[src/rtl/fp_addsub_seq.sv]
// Multi-cycle floating-point adder/subtractor (default bfloat16) with valid/ready handshakes.
// Fixed latency: the result is valid on the 5th edge after accept, specials included.
module fp_addsub_seq #(
    parameter int unsigned EXP_W = 8,
    parameter int unsigned MAN_W = 7
) (
    input  logic                 clock,
    input  logic                 nreset,
    input  logic                 in_valid,
    output logic                 in_ready,
    input  logic [EXP_W+MAN_W:0] a,
    input  logic [EXP_W+MAN_W:0] b,
    input  logic                 op_sub,
    output logic                 out_valid,
    input  logic                 out_ready,
    output logic [EXP_W+MAN_W:0] sum,
    output logic [2:0]           flags
);
    localparam int unsigned W  = 1 + EXP_W + MAN_W;
    localparam int unsigned SW = MAN_W + 5;
    localparam int unsigned DW = EXP_W + $clog2(MAN_W + 4);
    localparam int unsigned EW = DW + 1;
    localparam int unsigned LW = $clog2(SW);
    localparam logic [DW-1:0] MaxShift = DW'(MAN_W + 3);
    localparam int ExpMax = (1 << EXP_W) - 1;
    localparam logic [EXP_W-1:0] ExpOnes = '1;
    localparam logic [W-1:0] CanonNan = {1'b0, ExpOnes, 1'b1, {(MAN_W-1){1'b0}}};
    localparam logic signed [EW-1:0] ExpOne = EW'(1);

    typedef enum logic [2:0] {StIdle, StAlign, StAdd, StNorm, StRound, StDone} state_e;

    state_e state_q, state_d;
    logic   out_valid_q;

    logic                   sgn_a_q, sgn_b_q;
    logic [EXP_W-1:0]       exp_a_q, exp_b_q;
    logic [MAN_W-1:0]       frac_a_q, frac_b_q;
    logic                   spec_q;
    logic [W-1:0]           spec_sum_q;
    logic [2:0]             spec_flags_q;
    logic [SW-1:0]          sig_x_q, sig_y_q;
    logic                   sgn_x_q, sgn_y_q;
    logic signed [EW-1:0]   exp_q;
    logic [SW-1:0]          res_sig_q;
    logic                   res_sgn_q;
    logic [W-1:0]           sum_q;
    logic [2:0]             flags_q;

    assign in_ready  = (state_q == StIdle);
    assign out_valid = out_valid_q;
    assign sum       = sum_q;
    assign flags     = flags_q;

    // Operand classification at accept; subnormals count as zero.
    logic         sgn_b_eff, zero_a, zero_b, nan_a, nan_b, inf_a, inf_b;
    logic         spec_d;
    logic [W-1:0] spec_sum_d;
    logic [2:0]   spec_flags_d;

    always_comb begin
        sgn_b_eff    = b[W-1] ^ op_sub;
        zero_a       = (a[W-2:MAN_W] == '0);
        zero_b       = (b[W-2:MAN_W] == '0);
        nan_a        = (a[W-2:MAN_W] == ExpOnes) && (a[MAN_W-1:0] != '0);
        nan_b        = (b[W-2:MAN_W] == ExpOnes) && (b[MAN_W-1:0] != '0);
        inf_a        = (a[W-2:MAN_W] == ExpOnes) && (a[MAN_W-1:0] == '0);
        inf_b        = (b[W-2:MAN_W] == ExpOnes) && (b[MAN_W-1:0] == '0);
        spec_d       = 1'b1;
        spec_sum_d   = '0;
        spec_flags_d = 3'b000;
        if (nan_a || nan_b) begin
            spec_sum_d = CanonNan;
        end else if (inf_a && inf_b && (a[W-1] != sgn_b_eff)) begin
            spec_sum_d   = CanonNan;
            spec_flags_d = 3'b100;
        end else if (inf_a) begin
            spec_sum_d = a;
        end else if (inf_b) begin
            spec_sum_d = {sgn_b_eff, b[W-2:0]};
        end else if (zero_a && zero_b) begin
            spec_sum_d = {a[W-1] & sgn_b_eff, {(W-1){1'b0}}};
        end else if (zero_a) begin
            spec_sum_d = {sgn_b_eff, b[W-2:0]};
        end else if (zero_b) begin
            spec_sum_d = a;
        end else begin
            spec_d = 1'b0;
        end
    end

    // Alignment: shifted-out bits collapse into the sticky LSB.
    logic              a_big;
    logic [EXP_W-1:0]  diff;
    logic [DW-1:0]     diff_w, shamt;
    logic [SW-1:0]     sig_big, sig_small, sig_aligned;
    logic [2*SW-1:0]   shifted;

    always_comb begin
        a_big       = (exp_a_q >= exp_b_q);
        diff        = a_big ? (exp_a_q - exp_b_q) : (exp_b_q - exp_a_q);
        diff_w      = {{(DW-EXP_W){1'b0}}, diff};
        shamt       = (diff_w > MaxShift) ? MaxShift : diff_w;
        sig_big     = {2'b01, (a_big ? frac_a_q : frac_b_q), 3'b000};
        sig_small   = {2'b01, (a_big ? frac_b_q : frac_a_q), 3'b000};
        shifted     = {sig_small, {SW{1'b0}}} >> shamt;
        sig_aligned = shifted[2*SW-1:SW] | {{(SW-1){1'b0}}, |shifted[SW-1:0]};
    end

    logic [SW-1:0] add_sig;
    logic          add_sgn;

    always_comb begin
        add_sig = sig_x_q + sig_y_q;
        add_sgn = sgn_x_q;
        if (sgn_x_q != sgn_y_q) begin
            if (sig_x_q >= sig_y_q) begin
                add_sig = sig_x_q - sig_y_q;
            end else begin
                add_sig = sig_y_q - sig_x_q;
                add_sgn = sgn_y_q;
            end
        end
    end

    logic [LW-1:0]        lz;
    logic [SW-1:0]        norm_sig;
    logic signed [EW-1:0] norm_exp;

    always_comb begin
        lz = '0;
        for (int i = 0; i < SW - 1; i++) begin
            if (res_sig_q[i]) lz = LW'(SW - 2 - i);
        end
        norm_sig = res_sig_q;
        norm_exp = exp_q;
        if (res_sig_q[SW-1]) begin
            norm_sig = {1'b0, res_sig_q[SW-1:2], res_sig_q[1] | res_sig_q[0]};
            norm_exp = exp_q + ExpOne;
        end else if (res_sig_q != '0) begin
            norm_sig = res_sig_q << lz;
            norm_exp = exp_q - EW'(lz);
        end
    end

    logic [MAN_W:0]       mant;
    logic                 grd, rnd, stk, inexact, up;
    logic [MAN_W+1:0]     mant_r;
    logic signed [EW-1:0] exp_r;
    logic [W-1:0]         rnd_sum;
    logic [2:0]           rnd_flags;

    always_comb begin
        mant      = res_sig_q[SW-2:3];
        grd       = res_sig_q[2];
        rnd       = res_sig_q[1];
        stk       = res_sig_q[0];
        inexact   = grd | rnd | stk;
        up        = grd & (rnd | stk | mant[0]);
        mant_r    = {1'b0, mant} + {{(MAN_W+1){1'b0}}, up};
        exp_r     = exp_q + EW'(mant_r[MAN_W+1]);
        rnd_flags = {2'b00, inexact};
        rnd_sum   = {res_sgn_q, exp_r[EXP_W-1:0],
                     (mant_r[MAN_W+1] ? {MAN_W{1'b0}} : mant_r[MAN_W-1:0])};
        if (spec_q) begin
            rnd_sum   = spec_sum_q;
            rnd_flags = spec_flags_q;
        end else if (res_sig_q == '0) begin
            // Exact cancellation always yields +0.
            rnd_sum   = '0;
            rnd_flags = 3'b000;
        end else if (int'(exp_r) >= ExpMax) begin
            rnd_sum   = {res_sgn_q, ExpOnes, {MAN_W{1'b0}}};
            rnd_flags = 3'b011;
        end else if (int'(exp_r) <= 0) begin
            rnd_sum   = {res_sgn_q, {(W-1){1'b0}}};
            rnd_flags = 3'b001;
        end
    end

    always_comb begin
        state_d = state_q;
        unique case (state_q)
            StIdle:  if (in_valid) state_d = StAlign;
            StAlign: state_d = StAdd;
            StAdd:   state_d = StNorm;
            StNorm:  state_d = StRound;
            StRound: state_d = StDone;
            StDone:  if (out_ready) state_d = StIdle;
            default: state_d = StIdle;
        endcase
    end

    always_ff @(posedge clock or negedge nreset) begin
        if (!nreset) begin
            state_q     <= StIdle;
            out_valid_q <= 1'b0;
        end else begin
            state_q     <= state_d;
            out_valid_q <= (state_d == StDone);
        end
    end

    always_ff @(posedge clock or negedge nreset) begin
        if (!nreset) begin
            sgn_a_q      <= 1'b0;
            sgn_b_q      <= 1'b0;
            exp_a_q      <= '0;
            exp_b_q      <= '0;
            frac_a_q     <= '0;
            frac_b_q     <= '0;
            spec_q       <= 1'b0;
            spec_sum_q   <= '0;
            spec_flags_q <= '0;
            sig_x_q      <= '0;
            sig_y_q      <= '0;
            sgn_x_q      <= 1'b0;
            sgn_y_q      <= 1'b0;
            exp_q        <= '0;
            res_sig_q    <= '0;
            res_sgn_q    <= 1'b0;
            sum_q        <= '0;
            flags_q      <= '0;
        end else begin
            case (state_q)
                StIdle: begin
                    if (in_valid) begin
                        sgn_a_q      <= a[W-1];
                        sgn_b_q      <= sgn_b_eff;
                        exp_a_q      <= a[W-2:MAN_W];
                        exp_b_q      <= b[W-2:MAN_W];
                        frac_a_q     <= a[MAN_W-1:0];
                        frac_b_q     <= b[MAN_W-1:0];
                        spec_q       <= spec_d;
                        spec_sum_q   <= spec_sum_d;
                        spec_flags_q <= spec_flags_d;
                    end
                end
                StAlign: begin
                    sig_x_q <= sig_big;
                    sig_y_q <= sig_aligned;
                    sgn_x_q <= a_big ? sgn_a_q : sgn_b_q;
                    sgn_y_q <= a_big ? sgn_b_q : sgn_a_q;
                    exp_q   <= EW'(a_big ? exp_a_q : exp_b_q);
                end
                StAdd: begin
                    res_sig_q <= add_sig;
                    res_sgn_q <= add_sgn;
                end
                StNorm: begin
                    res_sig_q <= norm_sig;
                    exp_q     <= norm_exp;
                end
                StRound: begin
                    sum_q   <= rnd_sum;
                    flags_q <= rnd_flags;
                end
                default: ;
            endcase
        end
    end
endmodule

[config.mk]
export PLATFORM = sky130hd
export DESIGN_NAME = fp_addsub_seq
export DESIGN_NICKNAME = d
export VERILOG_FILES = /design/src/rtl/fp_addsub_seq.sv
export SDC_FILE = /design/constraint.sdc
export NUM_CORES = 1
export LEC_CHECK = 0
export CAP_MARGIN = 20
export CELL_PAD_IN_SITES_DETAIL_PLACEMENT = 1
export CELL_PAD_IN_SITES_GLOBAL_PLACEMENT = 2
export CORE_MARGIN = 3
export CORE_UTILIZATION = 37
export DETAILED_ROUTE_END_ITERATION = 6
export HOLD_SLACK_MARGIN = 0.08
export PLACE_DENSITY = 0.87
export SYNTH_ARGS = -nofsm -noshare
export SYNTH_HDL_FRONTEND = slang
export SYNTH_SLANG_ARGS = --single-unit
[constraint.sdc]
create_clock -name clock -period 5 [get_ports clock]
set_clock_uncertainty 0.2 [all_clocks]
set_input_delay 1 -clock clock [delete_from_list [all_inputs] [get_ports clock]]
set_output_delay 1 -clock clock [all_outputs]
set_load 0.01 [all_outputs]
==> Word level (Yosys, flattened, before mapping) <==
Index checks and enable logic that the tools add are counted.
{ "totals": {"ff_bits": 123} }
{ "classes": {"order_cmp": 5, "n_reduce_logical": 23, "n_shift": 2, "add_sub_neg": 9, "eq_ne": 11, "n_mux": 56, "bitwise": 8} }
{ "ops": {"columns": ["op", "count"], "rows": [
  ["$mux W16", 9],
  ["$mux W12", 4],
  ["$mux W4", 11],
  ["$mux W15", 2],
  ["$mux W13", 2],
  ["$pmux W13 S2", 1],
  ["$mux W8", 3],
  ["$pmux W12 S2", 1],
  ["$shr A23 B8 Y24", 1],
  ["$mux W7", 3],
  ["$pmux W3 S6", 1],
  ["$eq A8 B8 Y1 const B", 2],
  ["$logic_not A8 Y1", 2],
  ["$sub A8 B8 Y8", 2],
  ["$mux W3", 5],
  ["$logic_not A7 Y1", 2],
  ["$reduce_bool A7 Y1", 2],
  ["$add A13 B1 Y13", 1],
  ["$add A13 B2 Y13 const B", 1],
  ["$ge A13 B9 Y1 const B", 1],
  ["$le A13 B1 Y1 const B", 1],
  ["$sub A13 B4 Y13", 1],
  ["$add A11 B12 Y12", 1],
  ["$ge A11 B12 Y1", 1],
  ["other kinds (25)", 54]
]} }

==> Longest topological paths before layout <==
{ "logic_depth": {"depth_word": 15, "ltp_mapped": 18} }

==> Worst setup path before layout <==
No wires, ideal clock.
{ "synth_timing": {"path_type": "reg-to-reg", "from": "register res_sig_q[3]", "to": "register sum_q[1], in the netlist sum[1]", "arrival_ps": 3869, "path_stages_with_launch": 19, "setup_slack_ps": 854, "path_buffers": 2, "cell_sequence": "dfrtp_1 -> clkbuf_1 -> and2_1 -> ha_1 -> nand3_1 -> nor2_1 -> and3_1 -> ha_1 -> ha_1 -> clkbuf_1 -> nand3_1 -> nand4_1 -> a211oi_1 -> o211a_1 -> a2111oi_2 -> nand2b_1 -> nor2_1 -> a22oi_1 -> a21oi_1"} }
{ "synth_via": {"elab_chain_len": 9, "word_cells_on_any_way": 12, "cone_classes": "2 x add/sub; 2 x order compare; 5 x mux; 2 x bitwise; 1 x reduce/logical"} }
{ "synth_rtl": {"columns": ["item", "line", "source"], "rows": [
  ["start: declaration", "44", "logic [SW-1:0] res_sig_q;"],
  ["start signal: assignment", "246", "res_sig_q <= add_sig;"],
  ["start signal: assignment", "250", "res_sig_q <= norm_sig;"],
  ["$or A1 B1 Y1", "158", "up = grd & (rnd | stk | mant[0]);"],
  ["$and A1 B1 Y1", "158", null],
  ["$add A8 B1 Y9", "159", "mant_r = {1'b0, mant} + {{(MAN_W+1){1'b0}}, up};"],
  ["$add A13 B1 Y13", "160", "exp_r = exp_q + EW'(mant_r[MAN_W+1]);"],
  ["$le A13 B1 Y1", "174", "end else if (int'(exp_r) <= 0) begin"],
  ["$mux W15", "174", null],
  ["$mux W15", "171", "end else if (int'(exp_r) >= ExpMax) begin"],
  ["$mux W16 (*)", "167", "end else if (res_sig_q == '0) begin"],
  ["$mux W16 (*)", "164", "if (spec_q) begin"],
  ["end signal: assignment", "254", "sum_q <= rnd_sum;"],
  ["end: declaration", "46", "logic [W-1:0] sum_q;"]
]} }
Mark *: on every way between the ends. The rest lies on a longest branch, timed or not.
A chain may end at the register's enable or synchronous reset.

==> Worst setup path in the final report <==
{ "layout_timing": {"from": "register res_sig_q[3]", "to": "register sum_q[5], in the netlist sum[5]"} }
Same word-level chain as after synthesis.

==> impl_metrics.toml <==
[logic_synthesis]
post_synth_instance_area_um2 = 9450
postSynthNetCount = 1239
synthesis.instances = 1149
proportion_of_register_bits_with_asynchronous_set_or_reset_after_synthesis_pct = 100
yosysMostFrequentCell = "nand2_1"
yosysWarningCount = 0
share_of_the_synthesized_area_in_the_top_cell_type_pct = 31.8
synth_edf_count = 0
yosys-top-cells-count = "nand2_1 (141), dfrtp_1 (120), nor2_1 (100)"
synth_cell_type_count = 81
synth-seq-cells = 120
dominantRegCellSynth = "dfrtp_1"
postSynthAreaPerCell_um2 = 8.22
synth_top_area_cell = "dfrtp_1"
leading_post_synthesis_cells_by_cell_area = "dfrtp_1 (32%), ha_1 (6.4%), nand2_1 (5.6%)"
seq_area_frac_synth_pct = 31.8

[clock_network]
clock_tree.root_cell = "clkbuf_16"
cts_tree = "built"
cts-resized-gates = 0
cts_h_tree_depth = 4
cts_buffers = 17
clkLatencyLatePin_ns = 0.42
clock_sink_count = 120
clock_input_transition_at_the_sequential_cells_of_the_worst_setup_and_hold_paths_ns = 0.07
post_cts_hold_buffer_count = 0
max-clock-path-buffers = 2
cts.repair_timing.setup_buffer_count = 0

[sta]
finalWorstPathRequiredPeriod_ns = 4.51
finalHoldViolCount = 0
setup-tns-final_ns = 0
final_max_slew_viol_count = 0
max-slew-margin-rel_pct = 37.1
grt_setup_unrepaired = "false"
report.final.setup_viol = 0
timing_worst_slew_pin_value_ns = 0.944
fmax_ghz = 0.222
fin_crit_sh_pct = 90.3

[floorplanning]
vert_die_dim_um = 166
die_w_um = 166
floorplan.die_area_um2 = 27500
core_area_um2 = 24700
initial_core_utilization_pct = 38.3
num_io_pins = 58
rows = 57

[global_routing]
grt_pass1_vias = 8982
globalRouteTotalUtil_pct = 22.4
grt_first_pass_wirelength_um = 50300
grt_start_max_net_pins = 66
grt_antenna_before_repair = 1
grt_overflow = 0

[cells_and_area]
instances_no_fill = 1507
syn_to_final_growth_pct = 14.6
multi_input_area_um2 = 5870
fillerInstances = 2991
drive_above_1_share_pct = 7.95
final_util_pct = 43.9
area.sequential_um2 = 3000
insertedDiodeCount = 0
finalNetCount = 1260

[routing]
drtAntennaViolNets = 0
detail_route.drc_violations = 0
detailedRoute.firstPassIterationCount = 5
route.detailed.vias_per_inst = 5.88
via_count = 8868
route.final.wire_length_um = 31200
routedWlPerCell_um = 20.7
drt_iter0_markers = 575

[job]
maxCapViolations = 0

[min_path]
min-delay-path-class = "reg2reg"
min_to = "spec_flags_q[2]"
min_path_cells = 2
hold_path.startpoint = "spec_flags_q[2]"

[placed_design]
gp_congestion = 0.905
dp_cells = 1475
buffer_ports.inserted = 57
dp_hpwl_um = 23400

[critical_path]
r2r_cells = 17
worst_ep_required_time_ns = 5.13
critical_path_class = "reg2reg"
critical_path.reg2reg.endpoint = "sum[5]"
path_max_fanout = 12
worst-r2r-setup-slack_ns = 0.49
critPathLaunchType = "flop"
worst_reg2reg_path_startpoint = "res_sig_q[3]"
critPathCaptureType = "flop"
cp_data_arrival_time_ns = 4.65

[power_and_ir_drop]
worst_ir_drop_vdd_v = 0.000367
power_density_nw_per_um2 = 838
totalPowerFinal_mw = 9.08
cellLeakagePower_nw = 4.57

[run_status]
outcome = "completed"
area by class of cell:
type	instances	share of cell area [%]
inverters	68	2.36
multi-input cells	888	54.2
well taps	324	3.75
repair buffers	75	6.50
clock buffers	17	3.93
flip-flops and latches	120	27.7
clock inverters	15	1.48
critical path: stages (launching register included):
cell       delay, ns
dfrtp_1         0.55
and2_1          0.19
ha_1            0.18
nand3_1         0.12
nor2_1          0.22
and3_1          0.24
ha_1            0.25
ha_1            0.31
nand3_1         0.31
nand4_1         0.22
a211oi_1        0.09
o211a_1         0.26
a2111oi_2       0.36
buf_4           0.22
nand2b_1        0.13
nor2_1          0.26
a22oi_1         0.12
a21oi_1         0.20
report_power, final:
group | leakage [nW] | total (mW) | switching [mW] | internal (mW)
Clock | 0.283 | 1.24 | 0.534 | 0.707
Combinational | 2.79 | 5.88 | 3.54 | 2.35
Sequential | 1.50 | 1.95 | 0.577 | 1.37
routing by layer:
| metal | vias up | GRT usage, % | share of wire (%) |
|---|---|---|---|
| met5 | - | 0 | 0.042 |
| met4 | 2 | 5.32 | 1.6 |
| met3 | 33 | 3.31 | 4.0 |
| met2 | 211 | 36.3 | 47 |
| met1 | 4433 | 31.7 | 47 |
| li1 | 4189 | - | - |
state kept, by name, indices dropped and copies added, names as in the netlist:
name and count:
spec_sum_q 16, spec_flags_q 1, exp_a_q 8, state_q 3
sig_y_q 11, sgn_b_q 1, exp_q 13, sgn_x_q 1
sum 16, sgn_y_q 1, flags 3, res_sgn_q 1
out_valid 1, exp_b_q 8, sig_x_q 8, sgn_a_q 1
spec_q 1, res_sig_q 12, frac_b_q 7, frac_a_q 7
worst max-delay path by stage:
stage,from,end,cells after the start
detailed placement,res_sig_q[3],sum[5],17
CTS,res_sig_q[3],sum[5],17
floorplan,res_sig_q[3],sum[1],18
finish,res_sig_q[3],sum[5],17
global route,res_sig_q[3],sum[0],17
global placement,res_sig_q[3],sum[1],17
cells in the final DEF, fill, tap and decap left out, types with 29 or more instances in the layout:
cell type	n
a21oi_1	95
clkdlybuf4s50_1	56
dfrtp_1	120
ha_1	48
inv_1	68
mux2i_1	31
nand2_1	141
nand3_1	29
nor2_1	100
o21ai_0	74
stage by stage:
step / cell area (µm²) / hold slack (ns) / worst slack, ns
CTS: 10800 / 0.311 / 0.535
floorplan: 9450 / 0.249 / 0.854
global placement: 10200 / 0.290 / 0.756
finish: 10800 / 0.299 / 0.487
detailed placement: 10200 / 0.295 / 0.547
global route: 10800 / 0.345 / 0.0986
cells by family (layout without fill, tap and decap cells):
kind of cell	Yosys count	in the layout	share of synthesized area [%]
simple gates	401	401	20.0
compound gates	345	345	24.3
buf+inv	141	175	6.17
flops	120	120	31.8
fa+ha+maj	53	53	7.42
mux	53	53	6.98
xor+xnor	36	36	3.34
(Power assumes the default switching activity.)
